`src/rtl/multicycle_sequencer_pkg.sv`:
```
// Shared definitions for the multi-cycle sequencer: state encoding, opcodes and control words.
// The PAUSE state exists only when SINGLE_STEP_EN is defined.
package multicycle_sequencer_pkg;

  typedef enum logic [3:0] {
    ST_IDLE   = 4'd0,
    ST_FETCH  = 4'd1,
    ST_DECODE = 4'd2,
    ST_EXEC   = 4'd3,
    ST_MEM    = 4'd4,
    ST_WB     = 4'd5,
    ST_PCUP   = 4'd6,
    ST_HALTED = 4'd7,
    ST_ERR    = 4'd8
`ifdef SINGLE_STEP_EN
    , ST_PAUSE = 4'd9
`endif
  } state_t;

  typedef enum logic [1:0] {
    OP_ADD = 2'b00,
    OP_LW  = 2'b01,
    OP_SW  = 2'b10,
    OP_J   = 2'b11
  } opcode_t;

  // Bit positions inside the control vector
  localparam int SIG_REGDST   = 7;
  localparam int SIG_REGWRITE = 6;
  localparam int SIG_ALUSRC   = 5;
  localparam int SIG_JMP      = 4;
  localparam int SIG_MEMREAD  = 3;
  localparam int SIG_MEMWRITE = 2;
  localparam int SIG_MEMTOREG = 1;
  localparam int SIG_ALUOP    = 0;

  localparam logic [7:0] CTRL_ADD = 8'hC1;  // REGDST, REGWRITE, ALUOP
  localparam logic [7:0] CTRL_LW  = 8'h6A;  // REGWRITE, ALUSRC, MEMREAD, MEMTOREG
  localparam logic [7:0] CTRL_SW  = 8'h24;  // ALUSRC, MEMWRITE
  localparam logic [7:0] CTRL_J   = 8'h10;  // JMP

  function automatic logic [7:0] ctrl_word(input opcode_t op);
    logic [7:0] w;
    case (op)
      OP_ADD:  w = CTRL_ADD;
      OP_LW:   w = CTRL_LW;
      OP_SW:   w = CTRL_SW;
      default: w = CTRL_J;
    endcase
    return w;
  endfunction

  function automatic logic op_is_mem(input opcode_t op);
    return (op == OP_LW) || (op == OP_SW);
  endfunction

endpackage

```
`src/rtl/multicycle_sequencer_step_edge_sync.sv`:
```
// Step-button synchroniser with rising-edge detect; only built when SINGLE_STEP_EN is defined.
`ifdef SINGLE_STEP_EN
module step_edge_sync (
  input  logic clk,
  input  logic rst_n,
  input  logic step_async,
  output logic step_rise
);

  logic sync1_reg;
  logic sync2_reg;
  logic prev_reg;

  always_ff @(posedge clk or negedge rst_n) begin
    if (!rst_n) begin
      sync1_reg <= 1'b0;
      sync2_reg <= 1'b0;
      prev_reg  <= 1'b0;
    end else begin
      sync1_reg <= step_async;
      sync2_reg <= sync1_reg;
      prev_reg  <= sync2_reg;
    end
  end

  assign step_rise = sync2_reg & ~prev_reg;

endmodule
`endif

```
`src/rtl/multicycle_sequencer.sv`:
```
// Multi-cycle control FSM: fetch via req/ack, then DECODE/EXEC/MEM/WB/PCUP with registered strobes.
// Define SINGLE_STEP_EN to add the STEP input and a PAUSE state after every retired instruction.
module multicycle_sequencer
  import multicycle_sequencer_pkg::*;
#(
  parameter int MEM_LAT       = 2,
  parameter int FETCH_TIMEOUT = 15,
  parameter int CNT_W         = 8
) (
  input  logic             clk,
  input  logic             rst_n,
  output logic             instr_req,
  input  logic             instr_ack,
  input  logic [7:0]       instr,
  input  logic             halt,
`ifdef SINGLE_STEP_EN
  input  logic             step,
`endif
  output logic [7:0]       ir,
  output logic [7:0]       signal,
  output logic             reg_we,
  output logic             mem_re,
  output logic             mem_we,
  output logic             pc_en,
  output logic             busy,
  output logic             err,
  output logic [CNT_W-1:0] retired
);

  // One down-counter serves both the fetch timeout and the memory hold time
  localparam logic [7:0] TIMEOUT_LD = 8'(FETCH_TIMEOUT - 1);
  localparam logic [7:0] MEM_LD     = 8'(MEM_LAT - 1);

  state_t     state_reg;
  logic [7:0] cnt_reg;
  opcode_t    op;

  assign op = opcode_t'(ir[7:6]);

`ifdef SINGLE_STEP_EN
  logic step_rise;

  step_edge_sync u_step_sync (
    .clk       (clk),
    .rst_n     (rst_n),
    .step_async(step),
    .step_rise (step_rise)
  );
`endif

  always_ff @(posedge clk or negedge rst_n) begin
    if (!rst_n) begin
      state_reg <= ST_IDLE;
      cnt_reg   <= '0;
      ir        <= '0;
      signal    <= '0;
      instr_req <= 1'b0;
      reg_we    <= 1'b0;
      mem_re    <= 1'b0;
      mem_we    <= 1'b0;
      pc_en     <= 1'b0;
      busy      <= 1'b0;
      err       <= 1'b0;
      retired   <= '0;
    end else begin
      reg_we <= 1'b0;
      pc_en  <= 1'b0;
      case (state_reg)
        ST_IDLE, ST_HALTED: begin
          if (halt) begin
            state_reg <= ST_HALTED;
          end else begin
            state_reg <= ST_FETCH;
            instr_req <= 1'b1;
            busy      <= 1'b1;
            cnt_reg   <= TIMEOUT_LD;
          end
        end

        ST_FETCH: begin
          // An ACK in the last allowed cycle still wins over the timeout
          if (instr_ack) begin
            state_reg <= ST_DECODE;
            instr_req <= 1'b0;
            ir        <= instr;
            signal    <= ctrl_word(opcode_t'(instr[7:6]));
          end else if (cnt_reg == '0) begin
            state_reg <= ST_ERR;
            instr_req <= 1'b0;
            busy      <= 1'b0;
            err       <= 1'b1;
          end else begin
            cnt_reg <= cnt_reg - 1'b1;
          end
        end

        ST_DECODE: begin
          if (op == OP_J) begin
            state_reg <= ST_PCUP;
            pc_en     <= 1'b1;
            retired   <= retired + 1'b1;
          end else begin
            state_reg <= ST_EXEC;
          end
        end

        ST_EXEC: begin
          if (op_is_mem(op)) begin
            state_reg <= ST_MEM;
            cnt_reg   <= MEM_LD;
            mem_re    <= (op == OP_LW);
            mem_we    <= (op == OP_SW);
          end else begin
            state_reg <= ST_WB;
            reg_we    <= 1'b1;
          end
        end

        ST_MEM: begin
          if (cnt_reg == '0) begin
            mem_re <= 1'b0;
            mem_we <= 1'b0;
            if (op == OP_LW) begin
              state_reg <= ST_WB;
              reg_we    <= 1'b1;
            end else begin
              state_reg <= ST_PCUP;
              pc_en     <= 1'b1;
              retired   <= retired + 1'b1;
            end
          end else begin
            cnt_reg <= cnt_reg - 1'b1;
          end
        end

        ST_WB: begin
          state_reg <= ST_PCUP;
          pc_en     <= 1'b1;
          retired   <= retired + 1'b1;
        end

        ST_PCUP: begin
          signal <= '0;
          if (halt) begin
            state_reg <= ST_HALTED;
            busy      <= 1'b0;
          end else begin
`ifdef SINGLE_STEP_EN
            state_reg <= ST_PAUSE;
            busy      <= 1'b0;
`else
            state_reg <= ST_FETCH;
            instr_req <= 1'b1;
            cnt_reg   <= TIMEOUT_LD;
`endif
          end
        end

`ifdef SINGLE_STEP_EN
        ST_PAUSE: begin
          if (halt) begin
            state_reg <= ST_HALTED;
          end else if (step_rise) begin
            state_reg <= ST_FETCH;
            instr_req <= 1'b1;
            busy      <= 1'b1;
            cnt_reg   <= TIMEOUT_LD;
          end
        end
`endif

        ST_ERR: begin
          state_reg <= ST_ERR;
        end

        default: begin
          // Unreachable encodings park in the error state
          state_reg <= ST_ERR;
          instr_req <= 1'b0;
          signal    <= '0;
          mem_re    <= 1'b0;
          mem_we    <= 1'b0;
          busy      <= 1'b0;
          err       <= 1'b1;
        end
      endcase
    end
  end

endmodule

```
`config.mk`:
```
export PLATFORM = sky130hd
export DESIGN_NAME = multicycle_sequencer
export DESIGN_NICKNAME = d
export VERILOG_FILES = /design/src/rtl/multicycle_sequencer_pkg.sv /design/src/rtl/multicycle_sequencer_step_edge_sync.sv /design/src/rtl/multicycle_sequencer.sv
export SDC_FILE = /design/constraint.sdc
export NUM_CORES = 1
export LEC_CHECK = 0
export ABC_CLOCK_PERIOD_IN_PS = 2600
export CAP_MARGIN = 5
export CORE_MARGIN = 1.5
export CORE_UTILIZATION = 30
export CTS_CLUSTER_DIAMETER = 40
export DETAILED_ROUTE_END_ITERATION = 10
export HOLD_SLACK_MARGIN = 0.12
export SLEW_MARGIN = 20
export SYNTH_ARGS = -nofsm -noshare
export SYNTH_HDL_FRONTEND = slang
export SYNTH_SLANG_ARGS = --single-unit
```
`constraint.sdc`:
```
create_clock -name clk -period 2.6 [get_ports clk]
set_input_delay 0.39 -clock clk [delete_from_list [all_inputs] [get_ports clk]]
set_output_delay 0.39 -clock clk [all_outputs]
set_load 0.005 [all_outputs]
```
==> out/qor.csv <==
metric,value,unit
Syn Area/Cell,10.1,um^2
Crit. End Element,register,
GR Util All Layers,13.6,%
min Tclk post-route,2170,ps
Hold Fails Final Rpt,0,
Fin Setup TNS,0,ps
Layout Cells excl Fill,386,
asr flop ratio synth,100,%
largest net degree at the start of global routing,42,
cts bufs inserted,5,
outcome,"finished, final reports clean",
Rel. slew slack,35.9,%
fin nets,306,
Post-CTS Hold Buffers,0,
P_leak,0.00127,uW
placed cells,378,
Mapped Nets,261,
Seq. cell area,1030,um^2
post-CTS setup buffer count,0,
part of the power in registers,57.5,%
Vias/cell,5.06,
TritonCTS clock tree,built,
Sw Ratio,23.8,%
clk_skew,7.66,ps
Area contributors post-synth,"dfrtp_1 (43%), ha_1 (5.8%), o21ai_0 (3.3%)",
Hold Crit Class,input port to async pin,
DR WL/cell,14.1,um
multi-input logic area,1220,um^2
"antenna viol nets, final",0,
root buffer cell,clkbuf_8,
Peak VDD IR,216,uV
crit path kind,register to register,
RD Place Congestion,0.768,
Antenna Cells,0,
gr ovfl total,0,
Max Fclk,462,MHz
Synth Register Bits,41,
"Seq/Total Area, Yosys",42.9,%
worst-skew pair later-pin latency,300,ps
most common cell in the netlist,dfrtp_1,
"EDFF count, synth",0,
worst slew pin tran,962,ps
dpl cell area,2940,um^2
Gate Count Post-Synth,238,
distinct cell type count of the synthesized netlist,59,
final setup vio count,0,
core area,7730,um^2
die area,8520,um^2
dpl hpwl,3920,um
drt total wl,5440,um
combinational power share,4.4,%
Pint,850,uW
I/O Pins,43,
row count,32,
TritonCTS Sinks,41,
most frequent cells after synthesis,"dfrtp_1 (41), inv_1 (20), o21ai_0 (16)",
Area Overhead vs Synth,26.5,%
maxcap violations,0,
power share of the clock group,38.1,%
design area,3030,um^2
first-pass GRT wire length,9100,um
max-slew violation count,0,
Ys Warns,0,
RSZ-0062 raised after global routing,false,
Via Count,1955,
H-tree levels,2,
Synth Cell Area,2390,um^2
Die Height,92.3,um
"Core Util, Final",39.2,%
Detailed Routing Iterations Pass 1,4,
part of the cycle the worst path needs,83.3,%
CTS resizes,0,
Initial DRC Count,132,
Power Density,369,nW/um^2
die width,92.3,um
Critical Path RT,2790,ps
prevailing post-synth register cell,dfrtp_1,
Yosys top cell by area,dfrtp_1,
CP Launch Type,register,
NetSw,266,uW
Worst-path clk slew,90,ps
Fillers,770,
clock tree buffer depth,2,
vias in the first global route,1866,
Port-buffer cells,42,
DR DRC count,0,
Yosys top cell area share,42.9,%
layout cells sized above 1,10.6,%
Starting Density,31.0,%
crit path max fanout,24,
CP arrival,2350,ps
initial antenna violation count,0,
worst max-delay path: stages, from the launching register on:
cell and delay (ps):
dfrtp_1 780, nor4b_2 440, and4_1 370, nor2_1 130
mux2_1 340
cell usage in the layout, fill, tap and decap left out, types with 2 or more instances in the layout:
master	count
o21ai_1	2
o22ai_1	4
o21ai_0	16
or3_1	2
o211a_1	2
inv_1	20
clkinvlp_4	2
mux2i_1	5
nor2_1	11
nand2_1	14
xnor2_1	7
mux2_2	4
and2_1	3
mux2_1	4
ha_1	11
o211ai_1	2
o2111ai_1	2
nor4b_2	2
nand3_1	7
o2bb2ai_1	2
clkdlybuf4s50_1	41
nor3_1	3
clkbuf_8	5
o21a_1	2
a31oi_1	3
a21o_1	2
nor3b_1	4
a221oi_1	3
nand3b_1	2
a211oi_1	4
buf_4	10
a21oi_1	5
dfrtp_1	41
nor4_1	2
nor2b_1	4
a2111o_1	3
a22o_1	4
worst paths after layout:
check,start,to,slack [ps],depth (start not counted)
min,rst_n,err,240,1
min in group clk,err,err,470,1
max reg2reg,state_reg[2],retired[1],430,4
max in group asynchronous,rst_n,cnt_reg[2],1750,1
max,state_reg[2],retired[1],430,4
min reg2reg,err,err,470,1
power groups by stage:
stage	logic (uW)	registers (uW)	clock network (uW)
5_1_grt	55.8	643	475
3_3_place_gp	50.2	655	0
2_1_floorplan	11.8	655	0
3_5_place_dp	50.7	655	0
4_1_cts	50.9	642	448
6_report	49.1	642	425
metal layers:
| layer | global-route usage [%] | share of wire, % | wire [um] | vias to the layer above |
|---|---|---|---|---|
| li1 | - | - | - | 951 |
| met1 | 17.4 | 48 | 2610 | 954 |
| met2 | 21.0 | 46 | 2520 | 48 |
| met3 | 5.09 | 5.2 | 285 | 2 |
| met4 | 4.36 | 0.39 | 21 | 0 |
| met5 | 0 | 0 | 0 | - |
cell type report:
class | count | share of cell area, %
Multi-Input combinational cell | 162 | 40.2
Sequential cell | 41 | 33.9
Timing Repair Buffer | 52 | 16.2
Tap cell | 102 | 4.22
Inverter | 21 | 2.60
Clock buffer | 6 | 2.40
Clock inverter | 2 | 0.496
through the flow:
stage | hold WS (ps) | power (uW) | setup WS (ps)
3_3_place_gp | 463 | 705 | 514
4_1_cts | 281 | 1140 | 436
3_5_place_dp | 464 | 706 | 445
5_1_grt | 307 | 1170 | 198
2_1_floorplan | 94.4 | 666 | 619
6_report | 242 | 1120 | 434
kinds of logic after synthesis:
family | after synthesis | synth area share [%]
AND/OR/NAND/NOR | 65 | 16.1
adder cells (fa/ha/maj) | 11 | 5.75
XOR/XNOR | 7 | 2.56
buffers and inverters | 35 | 6.28
AO/OA/AOI/OAI | 65 | 20.0
multiplexers | 14 | 6.48
flip-flops | 41 | 42.9
Power figures use the tool's default switching activity.
